$ cat src/rtl/led_fade_pwm_if.sv
// Pattern-in / PWM-out bundle between the chaser logic and the LED fade stage.
interface led_fade_pwm_if;
    logic       enable_i;
    logic [7:0] pattern_i;
    logic [7:0] led_o;
    logic       pwm_sync_o;

    modport master (output enable_i, output pattern_i, input led_o, input pwm_sync_o);
    modport slave  (input enable_i, input pattern_i, output led_o, output pwm_sync_o);
endinterface

$ cat src/rtl/led_fade_pwm.sv
// Per-LED PWM with trailing afterglow: lit pattern bits load full brightness, dropped bits decay.
// Optional GAMMA_EN macro applies a square-law brightness curve at each shadow load.
module led_fade_pwm #(
    parameter int unsigned PWM_BITS       = 4,
    parameter int unsigned DECAY_PRESCALE = 65536,
    parameter int unsigned DECAY_STEP     = 1
) (
    input  logic           clk_i,
    input  logic           rstn_i,
    led_fade_pwm_if.slave  bus
);
    localparam int unsigned NLED = 8;
    localparam int unsigned MAX  = (1 << PWM_BITS) - 1;
    localparam int unsigned P    = MAX;
    localparam int unsigned DW   = (DECAY_PRESCALE > 1) ? $clog2(DECAY_PRESCALE) : 1;
`ifdef GAMMA_EN
    localparam int unsigned GW   = 2 * PWM_BITS;
`endif

    logic [PWM_BITS-1:0]            pwm_cnt_q, pwm_cnt_d;
    logic [DW-1:0]                  decay_cnt_q, decay_cnt_d;
    logic [NLED-1:0][PWM_BITS-1:0]  level_q, level_d;
    logic [NLED-1:0][PWM_BITS-1:0]  shadow_q, shadow_d;
    logic [NLED-1:0][PWM_BITS-1:0]  shadow_src;
    logic [NLED-1:0]                led_q, led_d;
    logic                           sync_q, sync_d;
    logic                           decay_tick;
    logic                           period_end;

    assign decay_tick = (decay_cnt_q == DW'(DECAY_PRESCALE - 1));
    assign period_end = (pwm_cnt_q == PWM_BITS'(P - 1));

`ifdef GAMMA_EN
    function automatic logic [PWM_BITS-1:0] gamma(input logic [PWM_BITS-1:0] lvl);
        logic [GW-1:0] sq;
        sq = GW'(lvl) * GW'(lvl) + GW'(MAX);
        return sq[GW-1:PWM_BITS];
    endfunction

    always_comb begin
        for (int unsigned k = 0; k < NLED; k++) shadow_src[k] = gamma(level_q[k]);
    end
`else
    assign shadow_src = level_q;
`endif

    // Counters, per-LED level/shadow and the registered output compare.
    always_comb begin
        pwm_cnt_d   = pwm_cnt_q;
        decay_cnt_d = decay_cnt_q;
        level_d     = level_q;
        shadow_d    = shadow_q;
        led_d       = '0;
        sync_d      = 1'b0;
        if (!bus.enable_i) begin
            pwm_cnt_d   = '0;
            decay_cnt_d = '0;
            level_d     = '0;
            shadow_d    = '0;
        end else begin
            pwm_cnt_d   = period_end ? '0 : pwm_cnt_q + PWM_BITS'(1);
            decay_cnt_d = decay_tick ? '0 : decay_cnt_q + DW'(1);
            sync_d      = (pwm_cnt_q == '0);
            for (int unsigned k = 0; k < NLED; k++) begin
                // Load wins over a coincident decay tick.
                if (bus.pattern_i[k]) begin
                    level_d[k] = PWM_BITS'(MAX);
                end else if (decay_tick) begin
                    level_d[k] = (level_q[k] > PWM_BITS'(DECAY_STEP))
                               ? level_q[k] - PWM_BITS'(DECAY_STEP) : '0;
                end
                if (period_end) shadow_d[k] = shadow_src[k];
                led_d[k] = (pwm_cnt_q < shadow_q[k]);
            end
        end
    end

    always_ff @(posedge clk_i or negedge rstn_i) begin
        if (!rstn_i) begin
            pwm_cnt_q   <= '0;
            decay_cnt_q <= '0;
            level_q     <= '0;
            shadow_q    <= '0;
            led_q       <= '0;
            sync_q      <= 1'b0;
        end else begin
            pwm_cnt_q   <= pwm_cnt_d;
            decay_cnt_q <= decay_cnt_d;
            level_q     <= level_d;
            shadow_q    <= shadow_d;
            led_q       <= led_d;
            sync_q      <= sync_d;
        end
    end

    assign bus.led_o      = led_q;
    assign bus.pwm_sync_o = sync_q;
endmodule

$ cat src/flat_wrapper.sv
// flat-port wrapper written by rule: the top's interface ports become plain ports
module led_fade_pwm_flat 
#(
    parameter int unsigned PWM_BITS       = 4,
    parameter int unsigned DECAY_PRESCALE = 65536,
    parameter int unsigned DECAY_STEP     = 1
)
  (clk_i, rstn_i, bus_enable_i, bus_pattern_i, bus_led_o, bus_pwm_sync_o);
  led_fade_pwm_if bus_i ();
  input  logic clk_i;
  input  logic rstn_i;
  input wire logic [$bits(bus_i.enable_i)-1:0] bus_enable_i;
  input wire logic [$bits(bus_i.pattern_i)-1:0] bus_pattern_i;
  output wire logic [$bits(bus_i.led_o)-1:0] bus_led_o;
  output wire logic [$bits(bus_i.pwm_sync_o)-1:0] bus_pwm_sync_o;
  assign bus_i.enable_i = bus_enable_i;
  assign bus_i.pattern_i = bus_pattern_i;
  assign bus_led_o = bus_i.led_o;
  assign bus_pwm_sync_o = bus_i.pwm_sync_o;
  led_fade_pwm #(.PWM_BITS(PWM_BITS), .DECAY_PRESCALE(DECAY_PRESCALE), .DECAY_STEP(DECAY_STEP)) u_core (.clk_i(clk_i), .rstn_i(rstn_i), .bus(bus_i));
endmodule
$ cat config.mk
export PLATFORM = sky130hd
export DESIGN_NAME = led_fade_pwm_flat
export DESIGN_NICKNAME = d
export VERILOG_FILES = /design/src/rtl/led_fade_pwm_if.sv /design/src/rtl/led_fade_pwm.sv /design/src/flat_wrapper.sv
export SDC_FILE = /design/constraint.sdc
export NUM_CORES = 1
export LEC_CHECK = 0
export CAP_MARGIN = 20
export CELL_PAD_IN_SITES_DETAIL_PLACEMENT = 0
export CELL_PAD_IN_SITES_GLOBAL_PLACEMENT = 2
export CORE_UTILIZATION = 40
export DETAILED_ROUTE_END_ITERATION = 12
export HOLD_SLACK_MARGIN = 0.08
export PLACE_DENSITY_LB_ADDON = 0.1
export SKIP_CTS_REPAIR_TIMING = 1
export SYNTH_ARGS = -nofsm -noshare
export SYNTH_HDL_FRONTEND = slang
export SYNTH_SLANG_ARGS = --single-unit
$ cat constraint.sdc
create_clock -name clk_i -period 2.4 [get_ports clk_i]
set_input_delay 0.48 -clock clk_i [delete_from_list [all_inputs] [get_ports clk_i]]
set_output_delay 0.48 -clock clk_i [all_outputs]
set_load 0.03 [all_outputs]
==> results of run 1 <==
## per-layer routing
metal	vias up	wire length (microns)	track usage	part of all wire
met2	46	4748	0.2807	0.42
li1	1900	-	-	-
met1	1850	6013	0.2776	0.54
met5	-	0	0	0
met3	12	242	0.02688	0.022
met4	0	190	0.07619	0.017
## worst register-to-register path, delay by kind of cell (launching register included)
kind / cells / cell delay (ns)
AND/OR/NAND/NOR: 3 / 1.25
AO/OA/AOI/OAI: 1 / 0.14
flip-flops: 1 / 0.37
adder cells (fa/ha/maj): 1 / 0.24
## registers in the layout, indices dropped and copies added, names as in the netlist
name,cells
u_core.bus.led_o,8
u_core.level_q,32
u_core.shadow_q,32
u_core.decay_cnt_q,16
u_core.bus.pwm_sync_o,1
u_core.pwm_cnt_q,4
## placed cells by master, fill, tap and decap left out, drive strengths merged
| master | synthesis | layout |
|---|---|---|
| or3 | 12 | 12 |
| nand3 | 5 | 5 |
| and3 | 3 | 3 |
| and4b | 7 | 7 |
| nand2b | 16 | 16 |
| clkinv | 0 | 1 |
| buf | 2 | 14 |
| nor4 | 11 | 11 |
| nor2 | 35 | 35 |
| o31a | 13 | 13 |
| ha | 44 | 44 |
| xnor2 | 8 | 8 |
| o21ai | 2 | 2 |
| nor3 | 23 | 23 |
| inv | 45 | 45 |
| a41oi | 1 | 1 |
| a31oi | 7 | 7 |
| o41ai | 9 | 9 |
| dfrtp | 93 | 93 |
| a21oi | 12 | 12 |
| nand2 | 72 | 72 |
| clkbuf | 22 | 15 |
| a21boi | 52 | 52 |
| a21o | 16 | 16 |
| clkdlybuf4s50 | 0 | 17 |
| o311a | 8 | 8 |
| nand4 | 5 | 5 |
| dlygate4sd3 | 0 | 1 |
| and2 | 5 | 5 |
| or4 | 1 | 1 |
| xor2 | 6 | 6 |
## report_power, final
part           total, W  internal (W)  switching, W
clock           0.00135      0.000760      0.000592
combinational  0.000405      0.000186      0.000220
sequential      0.00170       0.00163     0.0000757
## metrics by stage
step | util | hold slack [ns] | cells | total power [W] | worst slack [ns]
2_1_floorplan | - | 0.1844 | 535 | 0.001965 | 0.4869
3_3_place_gp | 0.4523 | 0.3652 | 710 | 0.002129 | 0.3778
3_5_place_dp | 0.4523 | 0.3711 | 710 | 0.002136 | 0.3303
4_1_cts | 0.4746 | -0.0008203 | 726 | 0.003516 | 0.3149
5_1_grt | 0.4754 | 0.5181 | 727 | 0.003628 | 0.1863
6_report | 0.4754 | 0.4573 | 727 | 0.003459 | 0.3276
## path summary, 6_finish.rpt
kind,from,end,slack [ns]
setup / recovery,u_core.decay_cnt_q[0]$_DFF_PN0_,u_core.level_q[24]$_DFFE_PN0P_,0.33
hold / removal,u_core.decay_cnt_q[0]$_DFF_PN0_,u_core.decay_cnt_q[0]$_DFF_PN0_,0.46
setup reg to reg,u_core.decay_cnt_q[0]$_DFF_PN0_,u_core.level_q[24]$_DFFE_PN0P_,0.33
hold reg to reg,u_core.decay_cnt_q[0]$_DFF_PN0_,u_core.decay_cnt_q[0]$_DFF_PN0_,0.46
max in group asynchronous,rstn_i,u_core.decay_cnt_q[5]$_DFF_PN0_,1.22
min in group asynchronous,rstn_i,u_core.pwm_cnt_q[0]$_DFF_PN0_,0.54
## logic make-up (layout without fill, tap and decap cells)
| group | Yosys count | count (layout) | share of synthesized area |
|---|---|---|---|
| adders and majority gates | 44 | 44 | 0.1073 |
| AOI/OAI and AO/OA | 120 | 120 | 0.1766 |
| buffers and inverters | 69 | 93 | 0.05221 |
| xor gates and xnor gates | 14 | 14 | 0.02391 |
| and+or+nand+nor | 195 | 195 | 0.1861 |
| DFF | 93 | 93 | 0.4538 |
## final cells by class
class	instances	area, sq um	share of cell area
well taps	168	210.2	0.03606
multi-input cells	373	2542	0.4361
clock buffers	15	267.8	0.04593
clock inverters	1	5.005	0.0008586
inverters	45	168.9	0.02898
repair buffers	32	307.8	0.05280
flip-flops and latches	93	2327	0.3992
==> summary.txt, run 1 <==
Outcome
  – Outcome: complete, no violations

GRT
  – Grt ovf: 0
  – Largest net degree at the start of global routing: 54
  – Initial antenna violation count: 0
  – Number of global-route vias before repair: 3,754
  – Global-route wire length before repair: between 15 and 20 mm
  – Tot GR Track Use: 0.1895

Worst setup path
  – Crit path cell chain: ha_1 -> nand4_1 -> or4_4 -> or3_1 -> a21boi_1
  – WP data arrival: about 2.3 ns
  – CP endpoint kind: flip-flop
  – Worst path bufs/invs: 0
  – Worst Setup Start Kind: flip-flop
  – Crit-path slowest cell: or4_4
  – Worst path required time: 2.67 ns
  – R2R depth: 5
  – Critical setup path kind: reg -> reg
  – CP delay by family, top: simple AND/OR/NAND/NOR gates
  – CP max stage delay: ~0.66 ns
  – Critical path depth in cells: 5
  – Max FO, Critical Path: 30

Run
  – # Max-Cap Violations: 0

Yosys
  – Yosys cell types: 31
  – Synth area leader: dfrtp_1
  – Warnings from Yosys: 0
  – Post-Syn Area: 5129 sq um
  – Most frequent cell after synthesis: dfrtp_1
  – Synthesized area per cell: 9.586 sq um
  – Sequential area share after synthesis: 0.4538
  – Yosys reg bits: 93
  – Synth area leaders: dfrtp_1 (45%), ha_1 (11%), a21boi_0 (7.2%)
  – Net Count, Synth: 590
  – Post-Synthesis Cells: 535
  – Synth cell count leaders: dfrtp_1 (93), nand2_1 (72), a21boi_0 (49)
  – EDFF count, synth: 0
  – FFs w/ async S/R, synth: 1.000
  – Most used DFF post-synth: dfrtp_1
  – Synth top area share: 0.4538

Worst hold path
  – Hold path depth: 1
  – Worst Hold Class: reg -> reg

Routing
  – Antenna viol nets, final: 0
  – DR vias: 3,808
  – WL per Instance: 15.40 microns
  – Detailed Route Iter0 Violations: 146
  – Post-Route WL: 11.19 mm
  – Post-route DRC: 0
  – First-pass DRT Iterations: 6
  – Vias per cell: 5.238

Placed design
  – Detail Placement HPWL: 7.358 mm
  – I/O Buffers: 19
  – Cell Area, Placed: roughly 5500 sq um
  – Placer Congestion: around 0.8

Finish
  – Filler cells: 1,204
  – Post-route cell area: 5829 sq um
  – Synth-to-layout area growth: 13.66%
  – Fraction of layout cells with a size suffix above 1: 0.05009
  – Final #Nets: just over 600
  – # diodes: 0

Die
  – Die width: 115.2 microns
  – Initial Utilization: 0.4183
  – Die Ht: about 120 microns
  – Core Box Area: roughly 12,000 sq um
  – Die area: approximately 13,000 sq um
  – # IOs: 20
  – Num rows: 40

STA
  – Final Hold Fails: 0
  – Tcrit/Tclk final: 0.8635
  – Worst-margin pin slew: around 0.55 ns
  – Max Freq: about 480 MHz
  – RSZ-0062 raised after global routing: no
  – Tmin final: 2.072 ns
  – Setup TNS: 0 ns
  – Final setup viols: 0
  – Max Slew Vio Count: 0
  – Final Skew: 0.007315 ns
  – Worst slew margin: 0.6343

Power
  – Static Leakage: 2.495 nW
  – Power per cell area: roughly 600 nW/um^2
  – IR drop worst, VDD: 0.2403 mV

Clocking
  – Total CTS buffers: 9
  – Number of H-tree levels: 3
  – Clock sinks: 93
  – CTS root buf: clkbuf_16
  – Worst-skew pair later-pin latency: 0.35 ns
  – Clk slew on worst S/H paths: 0.06 ns
  – Longest Clk Path Bufs: 2
  – CTS tree: done
Note: power is estimated with default switching activity, not from simulation.
==> run 2: changes to the inputs <==
--- a/config.mk
+++ b/config.mk
@@ -16,3 +16,4 @@
 export SYNTH_ARGS = -nofsm -noshare
 export SYNTH_HDL_FRONTEND = slang
 export SYNTH_SLANG_ARGS = --single-unit
+export TNS_END_PERCENT = 50
==> results of run 2 <==
No change in the layout: final DEF, timing and power equal those of run 1.
==> RTL edit 1 (settings of run 2) <==
`PWM_BITS` is set to 4 in 2 places; all go to 3.
--- a/src/rtl/led_fade_pwm.sv
+++ b/src/rtl/led_fade_pwm.sv
@@ -1,7 +1,7 @@
 // Per-LED PWM with trailing afterglow: lit pattern bits load full brightness, dropped bits decay.
 // Optional GAMMA_EN macro applies a square-law brightness curve at each shadow load.
 module led_fade_pwm #(
-    parameter int unsigned PWM_BITS       = 4,
+    parameter int unsigned PWM_BITS       = 3,
     parameter int unsigned DECAY_PRESCALE = 65536,
     parameter int unsigned DECAY_STEP     = 1
 ) (
--- a/src/flat_wrapper.sv
+++ b/src/flat_wrapper.sv
@@ -1,7 +1,7 @@
 // flat-port wrapper written by rule: the top's interface ports become plain ports
 module led_fade_pwm_flat 
 #(
-    parameter int unsigned PWM_BITS       = 4,
+    parameter int unsigned PWM_BITS       = 3,
     parameter int unsigned DECAY_PRESCALE = 65536,
     parameter int unsigned DECAY_STEP     = 1
 )
Function: changed (a bounded check fails within 10 cycles, from zero or initial values and one cycle with rstn_i low).
==> RTL edit 1 against run 2 <==
  * Total power shrank 22%
  * Maximum frequency grew 0.43%
  * Final area decreased by 18%
  * Routed wire length is 26% lower
  * Count of clock-buffer cells in the layout decreased by 3
  * Core utilization increased by 0.55 points
  * Sequential cell count is 17 lower
  * Synthesized area is 19% lower
  * Hold slack better by 0.029 ns
  * Global-route usage fell by 2.0 points
  * Worst setup slack better by 0.0088 ns
  * Largest cell class unchanged
==> RTL edit 1: results (changes against run 2) <==
The flow ran to the end, and the final reports show no timing, DRC or antenna violations. By area the synthesized netlist is led by dfrtp_1, ha_1, a21boi_0. The clock-pin slew of the registers on the worst-case setup and hold paths is 0.08 ns (+0.02 ns). The actual transition at the worst max-transition pin is 0.5754 ns (+0.02692 ns). The setup slack after placement came out at 0.3259 ns (-0.004373 ns).

The stage delay of the slowest cell on the critical path is 0.56 ns (-0.10 ns). The routed metal-1 wirelength came out at 4.333 mm (-28%). The routed wire length on met3 is 196 um (-19%). The number of instances in the placed design is 572 (-19%).

The via count of the first global-routing pass is 2972 (-21%). The cell internal power dissipation came out at 2.013 mW (-22%). The fraction of layout instances using a drive strength above 1 is 0.09430 (+0.04421).

The average vias per placed instance came out at 5.044 (-3.7%). The post-layout net count is 495 (-19%). The post-synth net total is 470 (-20%).

The number of iterations in the first detailed-routing pass came out at 4 (-2). Counting instances in the post-synthesis netlist gives the leading cell types as dfrtp_1, nand2_1, a21boi_0, nor2_1, inv_1. The detailed route wirelength on metal2 is 3.716 mm (-22%). The number of inserted filler cells in the final layout came out at 950 (-21%). The count of unique library cells instantiated by Yosys came out at 35 (+13%).

The path depth of the worst reg2reg path came out at 6 (+1). The number of cells traversed by the worst hold path is 1 (unchanged). The count of input and output buffers is 19 (unchanged). The count of warnings emitted by yosys came to 0 (unchanged). The number of DRC markers after the initial detailed-route iteration is 91 (-38%).

The worst-case clock buffer depth is 2 (unchanged). The global-route usage over all layers came out at 0.1692 (-0.02030). The number of antenna violations at the first check in global routing came to 0 (unchanged). The non-filler instance count after layout was 589 (-19%). The clock tree root driver cell is clkbuf_8. The sequential element share of the synthesized area is 0.4577 (+0.003924).

The clock insertion delay at the later pin of the skew report came out at 0.34 ns. The tightest min-delay check is of the flop to flop type. The fraction of power consumed by combinational cells was 0.123 (+0.006).

The largest registers in the layout are u_core.level_q: 24 flops, u_core.shadow_q: 24 flops, u_core.decay_cnt_q: 16 flops. The pin count of the biggest net entering global routing was 53 (-1.9%). The worst setup skew after layout came out at 0.006487 ns (-0.0008278 ns). The wire length reported by the detailed router came out at 8.313 mm (-26%). The standard cell area after detailed placement came out at 4553 um2 (-18%).

The maximum vdd ir drop came out at 0.2701 mV (+12%). The number of clock buffers inserted by TritonCTS came out at 9 (unchanged). The placer's final routability congestion estimate came out at 0.7497 (-4.6%).

The cell with the largest stage delay on the worst path is or4_1. The HPWL after detailed placement came out at 5.608 mm (-24%). The combinational-cell power consumption came out at 330 uW (-19%). The number of H-tree branching levels came out at 3 (unchanged). The antenna cell count is 0 (unchanged). The critical-path maximum fanout came to 12 (-60%). The first-pass GRT wire length came out at 14.74 mm (-24%). The data arrival at the endpoint of the critical path came out at 2.34 ns (about the same). The number of instances in the synthesized netlist came out at 426 (-20%). The total area of sequential cells came out at 1902 um2 (-18%).

The reported leakage power is 2.062 nW (-17%). The clock network power is 984 uW (-27%). The fraction of registers with async set or reset after synthesis came out at 1.000 (unchanged).
==> RTL edit 1: changes by cell type after synthesis, sizes merged, moves of 8 or more <==
cell    before  now
o41ai        9    0
and3b        0    8
o21ba        0    8
nand2       72   57
ha          44   33
inv         45   35
a21oi       12    1
dfrtp       93   76
a21boi      52   40
nand2b      16    8
a21o        16    0
nor3        23   13
==> RTL edit 1: final timing paths <==
check,start,to,slack (ns)
min in group asynchronous,rstn_i,u_core.shadow_q[5],0.59
setup / recovery,u_core.decay_cnt_q[0],u_core.level_q[8],0.34
hold reg to reg,u_core.decay_cnt_q[0],u_core.decay_cnt_q[0],0.49
setup reg to reg,u_core.decay_cnt_q[0],u_core.level_q[8],0.34
max in group asynchronous,rstn_i,u_core.level_q[7],1.21
hold / removal,u_core.decay_cnt_q[0],u_core.decay_cnt_q[0],0.49
==> RTL edit 1: worst max-delay path, delay by kind of cell (launching register included) <==
family          cells  cell delay, ns
compound gates      1            0.18
fa+ha+maj           1            0.25
buf+inv             1            0.22
flops               1            0.39
simple gates        3            0.96
==> RTL edit 1: layout make-up <==
class	count	area share
clock buffer	12	0.03255
clock inverter	4	0.009976
inverter	35	0.02757
multi-input combinational	296	0.4298
sequential	76	0.3991
tap	133	0.03492
timing repair buffer	33	0.06616
==> RTL edit 1: logic make-up (layout without fill, tap and decap cells) <==
logic type      count (synthesis)  count (layout)  share of synthesized area
simple gates                  166             166                     0.2027
compound gates                 83              83                     0.1590
flops                          76              76                     0.4577
buf+inv                        54              84                    0.05149
fa+ha+maj                      33              33                    0.09937
xor+xnor                       13              13                    0.02740
mux                             1               1                   0.002409
==> RTL edit 1: routing by layer <==
layer / global-route usage / vias to the layer above
met3: 0.03885 / 6
met1: 0.2357 / 1418
li1: - / 1513
met4: 0.04286 / 0
met5: 0 / -
met2: 0.2657 / 34
==> RTL edit 2 (settings of run 2) <==
Made on the original files. Make the reset (`rstn_i`) synchronous in one clocked block.
--- a/src/rtl/led_fade_pwm.sv
+++ b/src/rtl/led_fade_pwm.sv
@@ -75,7 +75,7 @@
         end
     end
 
-    always_ff @(posedge clk_i or negedge rstn_i) begin
+    always_ff @(posedge clk_i) begin
         if (!rstn_i) begin
             pwm_cnt_q   <= '0;
             decay_cnt_q <= '0;
Function: differs if rstn_i is asserted again (counterexample within 4 cycles, from zero or initial values and one cycle with rstn_i low); with rstn_i held inactive, the same outputs for 10 cycles.
==> RTL edit 2 against run 2 <==
  * Final area fell by 9.9%
  * Routed wire length fell by 11%
  * Sequential share of layout area down 4.5 points
  * Count of clock-buffer cells in the layout decreased by 3
  * Worst setup slack gained 0.19 ns
  * Synthesized cell count grew 2.1%
  * Synthesized area shrank 10%
  * Total power decreased by 2.0%
  * Sequential cell count unchanged
  * Combinational power shrank 41%
==> RTL edit 2: results (changes against run 2) <==
The run finished with clean final reports. The number of signal-net buffers in the layout is 31 (-3.1%). The XOR/XNOR share of the synthesized area came out at 0.02845 (+0.004539).

The post-layout net count was 612 (+0.49%). The first-pass GRT wire length came to 16.91 mm (-13%). The total area of sequential cells is 1862 um2 (-20%). The endpoint of the worst-slack reg-to-reg timing path is u_core.level_q[11]. The sequential element share of the synthesized area was 0.4031 (-0.05063). The maximum vdd ir drop is 0.6512 mV (+170%).

The global-route usage over all layers is 0.1848 (-0.004724). The width of the die came to 109.5 um (-5.0%). The number of DRC markers after the initial detailed-route iteration came out at 170 (+16%). The fraction of registers with async set or reset after synthesis is 0 (-1.000).

The slack of the worst reg-to-reg path was 0.52 ns (+0.19 ns). In the post-synthesis netlist, the biggest area contributors are dfxtp_1, ha_1, nand2_1. The synthesized-area fraction occupied by ao, oa, aoi and oai cells is 0.1506 (-0.02599). The relative slew slack was 0.5884 (-0.04596). The standard cell area after detailed placement came to 4926 um2 (-11%). The pin count of the biggest net entering global routing came out at 33 (-39%). The fraction of layout instances using a drive strength above 1 is 0.05694 (+0.006850). The startpoint identified for the worst register-to-register timing path is u_core.decay_cnt_q[0]. The endpoint of the worst hold path is u_core.shadow_q[13]. The inverter count of the layout excluding clock inverters is 42 (-6.7%). The number of cells traversed by the worst hold path is 2 (+1). The clock buffer and inverter area fraction after layout came to 0.06217 (+0.01538). In the synthesized netlist the dominant register cell turns out to be dfxtp_1.

The post-synth net total is 601 (+1.9%). The non-clock buffering overhead in the final layout is 0.05336 (+0.0005578). The reported leakage power came out at 1.850 nW (-26%). The via count came out at 3683 (-3.3%). The number of multi-input combinational cells in the layout is 380 (+1.9%). The critical-path maximum fanout came out at 26 (-13%). The number of inserted filler cells in the final layout is 1118 (-7.1%).

The mean routed wirelength per cell came to 14.24 um (-7.5%). The share of the final layout cell area in multi-input gates is 0.4667 (+0.03050). The commonest cells after synthesis are dfxtp_1, nand2_1, ha_1, nor2_1, inv_1. The count of unique library cells instantiated by Yosys came out at 36 (+16%). The number of iterations in the first detailed-routing pass was 4 (-2). The worst hold path begins at u_core.shadow_q[13]. The HPWL after detailed placement was 6.838 mm (-7.1%).
## RTL edit 2: changes by cell type after synthesis, sizes merged, moves of 9 or more
cell    delta
dfrtp     -93
dfxtp     +93
a21boi    -52
a21oi     +20
nor3      +17
o31a      -12
o41ai      -9
## RTL edit 2: per-stage QoR
stage / cells / setup WS (ns) / hold slack, ns / power [mW] / util
floorplan: 546 / 0.6723 / 0.4297 / 1.808 / -
global placement: 686 / 0.5614 / 0.4426 / 1.882 / 0.4466
detailed placement: 686 / 0.5145 / 0.4468 / 1.886 / 0.4466
CTS: 702 / 0.4977 / 0.4565 / 3.445 / 0.4762
global route: 702 / 0.2473 / 0.4721 / 3.542 / 0.4762
finish: 702 / 0.5176 / 0.4544 / 3.391 / 0.4762
## RTL edit 2: where the power goes
| group | internal (mW) | switching [mW] | total, mW |
|---|---|---|---|
| clock network | 0.966 | 0.572 | 1.54 |
| logic | 0.107 | 0.131 | 0.237 |
| registers | 1.58 | 0.0399 | 1.62 |
## RTL edit 2: worst max-delay path, cell delays in order (launching register included)
cell       delay (ns)
dfxtp_1          0.37
ha_1             0.24
and4_1           0.32
nand4_1          0.14
buf_4            0.25
a2111oi_0        0.34
nor3_1           0.09
## RTL edit 2: how the worst max path moves through the flow
| stage | endpoint | slack [ns] |
|---|---|---|
| after detailed placement | u_core.level_q[11] | 0.51 |
| after CTS | u_core.level_q[15] | 0.50 |
| after global routing | u_core.level_q[3] | 0.25 |
| after floorplan | u_core.level_q[25] | 0.67 |
| after global placement | u_core.bus.led_o[5] | 0.56 |
| final | u_core.level_q[11] | 0.52 |
## RTL edit 2: metal layers
layer	wire [um]	part of all wire	GRT usage
met1	5336	0.53	0.2610
met5	0	0	0
met4	78	0.0078	0.04571
met3	425	0.043	0.04979
met2	4157	0.42	0.2776
